--- src/rtl/dance_pkg.sv ---
// rtl/dance_pkg.sv - shared key FSM state type and debounce timing constants
package dance_pkg;

  typedef enum logic [1:0] {
    RELEASED,
    PRESS_WAIT,
    PRESSED,
    RELEASE_WAIT
  } key_state_t;

  localparam int CLOCK_HZ    = 50_000_000;
  localparam int DEBOUNCE_MS = 20;
  localparam int DEBOUNCE_CYCLES_DEFAULT = (CLOCK_HZ / 1000) * DEBOUNCE_MS;
  localparam int EVT_CNT_W   = 8;

endpackage

--- src/rtl/key_event_conditioner_if.sv ---
// rtl/key_event_conditioner_if.sv - board key pins and conditioned event outputs
interface key_event_conditioner_if;
  import dance_pkg::*;

  logic                 key_start_n;
  logic                 key_pause_n;
  logic                 start;
  logic                 pause;
  logic                 start_held;
  logic                 pause_held;
  logic [EVT_CNT_W-1:0] start_count;
  logic [EVT_CNT_W-1:0] pause_count;

  modport master (
    output key_start_n, key_pause_n,
    input  start, pause, start_held, pause_held, start_count, pause_count
  );

  modport slave (
    input  key_start_n, key_pause_n,
    output start, pause, start_held, pause_held, start_count, pause_count
  );

endinterface

--- src/rtl/key_debounce.sv ---
// rtl/key_debounce.sv - synchronizer, debounce FSM and counter for one active-low key
module key_debounce
  import dance_pkg::*;
#(
  parameter int DEBOUNCE_CYCLES = DEBOUNCE_CYCLES_DEFAULT,
  parameter int CNT_W           = 20,
  parameter int SYNC_STAGES     = 2
) (
  input  logic clock,
  input  logic reset,
  input  logic key_n,
  output logic press_evt,
  output logic held
);

  localparam logic [CNT_W-1:0] CNT_LAST = CNT_W'(DEBOUNCE_CYCLES - 1);

  logic [SYNC_STAGES-1:0] sync_q;
  logic                   key_low;
  key_state_t             state_q, state_d;
  logic [CNT_W-1:0]       cnt_q, cnt_d;
  logic                   cnt_done;
  logic                   evt_d;

  // Reset value 1 means a key held through reset still looks released first.
  always_ff @(posedge clock or posedge reset) begin
    if (reset) sync_q <= '1;
    else       sync_q <= {sync_q[SYNC_STAGES-2:0], key_n};
  end

  assign key_low  = ~sync_q[SYNC_STAGES-1];
  assign cnt_done = (cnt_q == CNT_LAST);

  always_ff @(posedge clock or posedge reset) begin
    if (reset) begin
      state_q   <= RELEASED;
      cnt_q     <= '0;
      press_evt <= 1'b0;
    end else begin
      state_q   <= state_d;
      cnt_q     <= cnt_d;
      press_evt <= evt_d;
    end
  end

  always_comb begin
    state_d = state_q;
    cnt_d   = cnt_q;
    evt_d   = 1'b0;
    case (state_q)
      RELEASED: begin
        if (key_low) begin
          state_d = PRESS_WAIT;
          cnt_d   = '0;
        end
      end
      PRESS_WAIT: begin
        if (!key_low) begin
          state_d = RELEASED;
          cnt_d   = '0;
        end else if (cnt_done) begin
          state_d = PRESSED;
          cnt_d   = '0;
          evt_d   = 1'b1;
        end else begin
          cnt_d = cnt_q + 1'b1;
        end
      end
      PRESSED: begin
        if (!key_low) begin
          state_d = RELEASE_WAIT;
          cnt_d   = '0;
        end
      end
      RELEASE_WAIT: begin
        if (key_low) begin
          state_d = PRESSED;
          cnt_d   = '0;
        end else if (cnt_done) begin
          state_d = RELEASED;
          cnt_d   = '0;
        end else begin
          cnt_d = cnt_q + 1'b1;
        end
      end
      default: begin
        state_d = RELEASED;
        cnt_d   = '0;
      end
    endcase
  end

  assign held = (state_q == PRESSED) || (state_q == RELEASE_WAIT);

endmodule

--- src/rtl/key_event_conditioner.sv ---
// rtl/key_event_conditioner.sv - debounced start/pause event pulses, held levels and press counters
module key_event_conditioner
  import dance_pkg::*;
#(
  parameter int DEBOUNCE_CYCLES = DEBOUNCE_CYCLES_DEFAULT,
  parameter int CNT_W           = 20,
  parameter int SYNC_STAGES     = 2
) (
  input  logic                    clock,
  input  logic                    reset,
  key_event_conditioner_if.slave  io
);

  logic                 start_evt, pause_evt;
  logic                 start_held_raw, pause_held_raw;
  logic                 start_fire;
  logic                 start_q, pause_q;
  logic                 start_held_q, pause_held_q;
  logic [EVT_CNT_W-1:0] start_count_q, pause_count_q;

  key_debounce #(
    .DEBOUNCE_CYCLES (DEBOUNCE_CYCLES),
    .CNT_W           (CNT_W),
    .SYNC_STAGES     (SYNC_STAGES)
  ) u_start_key (
    .clock     (clock),
    .reset     (reset),
    .key_n     (io.key_start_n),
    .press_evt (start_evt),
    .held      (start_held_raw)
  );

  key_debounce #(
    .DEBOUNCE_CYCLES (DEBOUNCE_CYCLES),
    .CNT_W           (CNT_W),
    .SYNC_STAGES     (SYNC_STAGES)
  ) u_pause_key (
    .clock     (clock),
    .reset     (reset),
    .key_n     (io.key_pause_n),
    .press_evt (pause_evt),
    .held      (pause_held_raw)
  );

  // A start event colliding with a pause event is dropped, never deferred.
  assign start_fire = start_evt & ~pause_evt;

  always_ff @(posedge clock or posedge reset) begin
    if (reset) begin
      start_q       <= 1'b1;
      pause_q       <= 1'b1;
      start_held_q  <= 1'b0;
      pause_held_q  <= 1'b0;
      start_count_q <= '0;
      pause_count_q <= '0;
    end else begin
      start_q      <= ~start_fire;
      pause_q      <= ~pause_evt;
      start_held_q <= start_held_raw;
      pause_held_q <= pause_held_raw;
      if (start_fire) start_count_q <= start_count_q + 1'b1;
      if (pause_evt)  pause_count_q <= pause_count_q + 1'b1;
    end
  end

  assign io.start       = start_q;
  assign io.pause       = pause_q;
  assign io.start_held  = start_held_q;
  assign io.pause_held  = pause_held_q;
  assign io.start_count = start_count_q;
  assign io.pause_count = pause_count_q;

endmodule

--- src/flat_wrapper.sv ---
// flat-port wrapper written by rule: the top's interface ports become plain ports
module key_event_conditioner_flat import dance_pkg::*;
#(
  parameter int DEBOUNCE_CYCLES = DEBOUNCE_CYCLES_DEFAULT,
  parameter int CNT_W           = 20,
  parameter int SYNC_STAGES     = 2
)
  (clock, reset, io_key_start_n, io_key_pause_n, io_start, io_pause, io_start_held, io_pause_held, io_start_count, io_pause_count);
  key_event_conditioner_if io_i ();
  input  logic clock;
  input  logic reset;
  input wire logic [$bits(io_i.key_start_n)-1:0] io_key_start_n;
  input wire logic [$bits(io_i.key_pause_n)-1:0] io_key_pause_n;
  output wire logic [$bits(io_i.start)-1:0] io_start;
  output wire logic [$bits(io_i.pause)-1:0] io_pause;
  output wire logic [$bits(io_i.start_held)-1:0] io_start_held;
  output wire logic [$bits(io_i.pause_held)-1:0] io_pause_held;
  output wire logic [$bits(io_i.start_count)-1:0] io_start_count;
  output wire logic [$bits(io_i.pause_count)-1:0] io_pause_count;
  assign io_i.key_start_n = io_key_start_n;
  assign io_i.key_pause_n = io_key_pause_n;
  assign io_start = io_i.start;
  assign io_pause = io_i.pause;
  assign io_start_held = io_i.start_held;
  assign io_pause_held = io_i.pause_held;
  assign io_start_count = io_i.start_count;
  assign io_pause_count = io_i.pause_count;
  key_event_conditioner #(.DEBOUNCE_CYCLES(DEBOUNCE_CYCLES), .CNT_W(CNT_W), .SYNC_STAGES(SYNC_STAGES)) u_core (.clock(clock), .reset(reset), .io(io_i));
endmodule
--- config.mk ---
export PLATFORM = sky130hd
export DESIGN_NAME = key_event_conditioner_flat
export DESIGN_NICKNAME = d
export VERILOG_FILES = /design/src/rtl/dance_pkg.sv /design/src/rtl/key_event_conditioner_if.sv /design/src/rtl/key_debounce.sv /design/src/rtl/key_event_conditioner.sv /design/src/flat_wrapper.sv
export SDC_FILE = /design/constraint.sdc
export NUM_CORES = 1
export LEC_CHECK = 0
export CAP_MARGIN = 20
export CORE_ASPECT_RATIO = 0.5
export CORE_MARGIN = 2
export CORE_UTILIZATION = 50
export CTS_BUF_LIST = sky130_fd_sc_hd__clkbuf_4 sky130_fd_sc_hd__clkbuf_8 sky130_fd_sc_hd__clkbuf_16
export CTS_CLUSTER_SIZE = 24
export DETAILED_ROUTE_END_ITERATION = 6
export HOLD_SLACK_MARGIN = 0.06
export PLACE_DENSITY = 0.69
export RECOVER_POWER = 50
export REMOVE_ABC_BUFFERS = 1
export SKIP_LAST_GASP = 1
export SLEW_MARGIN = 20
export SYNTH_ARGS = -nofsm -noshare
export SYNTH_HDL_FRONTEND = slang
export SYNTH_SLANG_ARGS = --single-unit
--- constraint.sdc ---
create_clock -name clock -period 4.06 [get_ports clock]
set_input_delay 0.609 -clock clock [delete_from_list [all_inputs] [get_ports clock]]
set_output_delay 0.609 -clock clock [all_outputs]
set_load 0.05 [all_outputs]
; ---- Yosys cells after proc, flatten, opt, wreduce, memory -nomap -nowiden
; Index checks and enable logic that the tools add are counted.
[totals]
out_inout_bits = 20
regBits = 70
elab_cells = 77
in_bits = 4
[op_classes]
reduce_logical = 8
n_mux = 32
n_bitwise = 3
n_eq_ne = 16
add_sub_neg = 4
[ops]
columns = cell, n
row1 = 20-bit two-way mux, 10
row2 = 20-bit one-hot mux with 4 select lines, 2
row3 = 20-bit by 1-bit adder with 20-bit output (second input constant), 2
row4 = 20-bit equality test (second input constant), 2
row5 = 2-bit two-way mux, 12
row6 = 8-bit by 1-bit adder with 8-bit output (second input constant), 2
row7 = 2-bit one-hot mux with 4 select lines, 2
row8 = 3-bit inequality test (second input constant), 4
row9 = 2-bit equality test (second input constant), 4
row10 = 2-bit inequality test (second input constant), 4
row11 = 4-bit AND reduction, 2
row12 = 1-bit two-way mux, 6
row13 = 2-bit by 1-bit equality test with 1-bit output (second input constant), 2
row14 = 2-bit zero test, 2
row15 = 2-bit AND reduction, 2
row16 = 1-bit logical OR, 2
row17 = 1-bit inverter, 2
row18 = 1-bit AND, 1

; ---- Depth between registers and ports, before layout
[depth]
depth_word = 4
mapped_depth = 8
depth_no_buf = 6

; ---- Cells and area by module
; A second synthesis with hierarchy kept.
[unflattened]
hier_cells = 338
area_unflattened_um2 = 3449.6
[by_module_without_submodules]
columns = mod, area_each_um2, n_inst, cells_each, seq_area_each_um2
row1 = key_debounce, 1325.0, 2, 139, 628.1
row2 = key_event_conditioner, 799.5, 1, 60, 503.0

; ---- Worst setup path before layout
; Ideal clock, no wire load.
[synth_timing]
path_type = register to register
from = reg u_core.u_pause_key.cnt_q[7]
to = reg u_core.u_pause_key.cnt_q[5]
period_less_slack_ns = 1.860
required_time_ns = 3.939
setup_ns = 0.121
arrival_time_ns = 1.739
path_stages_with_launch = 8
path_buffers = 3
setup_slack_ns = 2.200
path_cell_list = dfrtp_1 > buf_4 > or4b_4 > nor4_4 > a21oi_2 > buf_6 > buf_8 > a22o_1
[synth_via]
elab_chain_len = 4
elab_cells_between_ends = 5
cone_classes = 1 x eq/ne / 4 x mux
[synth_rtl]
columns = element, line_no
row1 = "start, declared", key_debounce.sv:21  ; logic [CNT_W-1:0] cnt_q, cnt_d;
row2 = "start signal, assigned", key_debounce.sv:41  ; cnt_q <= cnt_d;
row3 = 20-bit equality test *, key_debounce.sv:32  ; assign cnt_done = (cnt_q == CNT_LAST);
row4 = 20-bit two-way mux *, "key_debounce.sv:61, key_debounce.sv:79"
row5 = 20-bit two-way mux (on tied branches), "key_debounce.sv:76, key_debounce.sv:58"
row6 = 20-bit one-hot mux with 4 select lines *, key_debounce.sv:50  ; case (state_q)
; Mark *: on every way between the ends. The rest lies on a longest branch, timed or not.
; A chain may end at the register's enable or synchronous reset.

==> out/results.txt <==
P_sw -> 0.000644 W
Synth top cells by count -> 64 x dfrtp_1, 46 x nand2_1, 22 x a31oi_1
CP required -> 4.40 ns
Core ar. -> 6670 um^2
Worst r2r path cells -> 5
Clock Skews -> 0.00566 ns
Post-synthesis register bit count -> 70
WP data arrival -> 2.91 ns
GR Overflow Total -> 0
Vias in the first global route -> 2,533
Layout fillers -> 567
Routability cong. -> 0.835
Post-CTS setup buffer count -> 0
Placed insts -> 443
Drt wl/cell -> 15.0 um
1st-iter DRT viols -> 231
Share of cells above drive strength 1 -> 0.0926
Post-DRT Antenna Nets -> 0
Routed WL -> 6.90 mm
Comb pwr share -> 0.215
PD cells -> 518 nW/um^2
Die width -> 121 um
Final layout net count -> 370
Synthesized netlist cell count -> 344
Area delta synth->final -> 15.3%
Synth Flop Type -> dfrtp_1
Leakage power -> 1.67 nW
TritonCTS clock tree -> built
I/O Pins -> 24
DP HPWL -> 4.53 mm
Switching Share -> 0.313
Sequential element share of the synthesized area -> 0.512
Sum Neg Setup Slack -> 0 ns
Synthesized area -> 3440 um^2
Initial Util -> 0.515
Reg2Reg Setup Slack -> 1.67 ns
Startpoint Class -> input pin
Gr usage total -> 0.198
Worst Setup End Kind -> async pin
Clock buffer count from CTS -> 9
CTS resizes -> 0
Worst-Skew Late Latency -> 0.33 ns
Worst-path clk slew -> 0.05 ns
FF+latch area -> 1760 um^2
Min Tclk post-route -> 2.58 ns
Number of remaining DRC errors -> 0
Inserted Diodes -> 0
Via density -> 5.80
Maxcap violations -> 0
Non-filler cells, final -> 459
Synth top area share -> 0.466
Worst R2R End -> u_core.u_pause_key.cnt_q[3]$_DFFE_PP0P_
Max Freq -> 0.388 GHz
Root Buffer -> clkbuf_16
Unrepaired setup endpoints after global routing -> false
R2R Path Start -> u_core.u_pause_key.cnt_q[12]$_DFFE_PP0P_
Die area -> 7590 um^2
Row count -> 21
Vias after detailed routing -> 2,660
First-pass GRT wire length -> 11.9 mm
Slew headroom -> 0.151
Final setup violation count -> 0
Clock share of power -> 0.393
Pint -> 0.00141 W
VDD IR max -> 214 uV
H-tree Lvls -> 3
Tcrit/Tclk final -> 0.635
Fin. max-slew vios -> 0
I/O Buffers -> 23
Largest cells by area after synthesis -> dfrtp_1 47%, nand2_1 5.0%, dfstp_2 4.6%
Worst Setup EP -> u_core.u_pause_key.cnt_q[8]$_DFFE_PP0P_
Clk buf depth -> 2
Status -> completed
Critical path class -> in -> async
Cell variety after synth -> 49
Largest net degree at the start of global routing -> 37
Post-synth EDFFs -> 0
Area of the multi-input gates -> 1510 um^2
Seq pwr share -> 0.392
Clk sinks -> 70
Ys async rst share -> 1.00
Avg Inst Size Synth -> 9.99 um^2
Slew @ Worst Pin -> 1.27 ns
Post-synth top area cell -> dfrtp_1
Cts hold-fix bufs -> 0
Most frequent cell after synthesis -> dfrtp_1
DRT Pass-1 Iters -> 4
CP startpoint -> reset
Critical-path maximum fanout -> 36
Die H -> 62.6 um
Final hold vios -> 0
YS warnings -> 0
Power Total -> 0.00205 W
Min-delay worst type -> reg -> reg
Initial antenna violation count -> 0
-- flip-flops by register name, summed over array words and instances (netlist names), 2 cells and up, named ones only --
register and flops:
u_core.io.pause_count 8, u_core.io.start_count 8, u_core.u_pause_key.cnt_q 20, u_core.u_pause_key.sync_q 2
u_core.u_start_key.cnt_q 20, u_core.u_start_key.sync_q 2
-- metal layers --
metal,global-route usage,wire length (um),up-vias,part of all wire
met4,0.0661,103,0,0.015
met5,0,0,-,0
li1,-,-,1278,-
met3,0.0611,270,12,0.039
met1,0.265,3320,1318,0.48
met2,0.309,3200,52,0.46
-- stage by stage --
stage / util / cell area, um^2 / hold slack [ns] / worst slack [ns]
6_report: 0.594 / 3960 / 0.356 / 1.48
5_1_grt: 0.594 / 3960 / 0.363 / 1.01
4_1_cts: 0.598 / 3990 / 0.358 / 1.71
3_5_place_dp: 0.551 / 3680 / 0.349 / 1.71
3_3_place_gp: 0.551 / 3680 / 0.346 / 1.82
2_1_floorplan: - / 3320 / 0.345 / 1.69
-- logic make-up after synthesis --
group	share of synthesized area
buffers and inverters	0.0419
multiplexers	0.0153
XOR/XNOR	0.0535
adder cells (fa/ha/maj)	0.0146
AO/OA/AOI/OAI	0.150
flip-flops	0.512
AND/OR/NAND/NOR	0.213
-- power groups by stage --
stage / combinational, W / clock (W) / sequential, W
2_1_floorplan: 0.000294 / 0 / 0.000837
3_3_place_gp: 0.000434 / 0 / 0.000811
3_5_place_dp: 0.000440 / 0 / 0.000816
4_1_cts: 0.000444 / 0.000824 / 0.000806
5_1_grt: 0.000492 / 0.000858 / 0.000814
6_report: 0.000441 / 0.000807 / 0.000805
-- worst max-delay path, stage by stage --
cell           delay (ns)
dlygate4sd3_1        0.53
inv_1                0.91
clkbuf_2             0.84
-- cell usage in the layout, fill, tap and decap left out, types with 2 or more instances in the layout --
cell,netlist,routed
dfrtp_1,64,64
nand2_1,46,46
a31oi_1,22,22
nand3_1,21,21
o21ai_0,21,21
clkdlybuf4s50_1,0,20
nor2_1,19,19
a21oi_1,16,16
xnor2_1,14,14
and3_1,9,9
nand4_1,9,9
clkbuf_16,0,9
inv_1,8,8
nor4_1,5,7
nor3_1,7,7
xor2_1,7,7
dfstp_2,6,6
a41oi_1,4,4
a22o_1,4,4
ha_1,4,4
clkbuf_4,0,4
a21o_1,3,3
nand2b_1,3,3
and4_1,3,3
mux2i_1,3,3
dlygate4sd3_1,0,3
or4b_4,2,2
or2_0,0,2
or4_1,2,2
or2b_1,2,2
mux2_2,2,2
clkbuf_8,0,2
-- worst min-delay path by stage --
stage,startpoint,cells after the start,endpoint
4_1_cts,u_core.u_pause_key.sync_q[0]$_DFF_PP1_,0,u_core.u_pause_key.sync_q[1]$_DFF_PP1_
3_3_place_gp,u_core.u_pause_key.sync_q[0]$_DFF_PP1_,0,u_core.u_pause_key.sync_q[1]$_DFF_PP1_
6_report,u_core.u_pause_key.sync_q[0]$_DFF_PP1_,0,u_core.u_pause_key.sync_q[1]$_DFF_PP1_
2_1_floorplan,u_core.u_pause_key.sync_q[0]$_DFF_PP1_,0,u_core.u_pause_key.sync_q[1]$_DFF_PP1_
3_5_place_dp,u_core.u_pause_key.sync_q[0]$_DFF_PP1_,0,u_core.u_pause_key.sync_q[1]$_DFF_PP1_
5_1_grt,u_core.u_pause_key.sync_q[0]$_DFF_PP1_,0,u_core.u_pause_key.sync_q[1]$_DFF_PP1_
-- layout make-up --
type	count	share of cell area
multi-input combinational	249	0.381
tap	92	0.0290
clock buffer	15	0.0713
sequential	70	0.444
inverter	8	0.00758
clock inverter	1	0.00758
timing repair buffer	24	0.0593
Power figures use the tool's default switching activity.
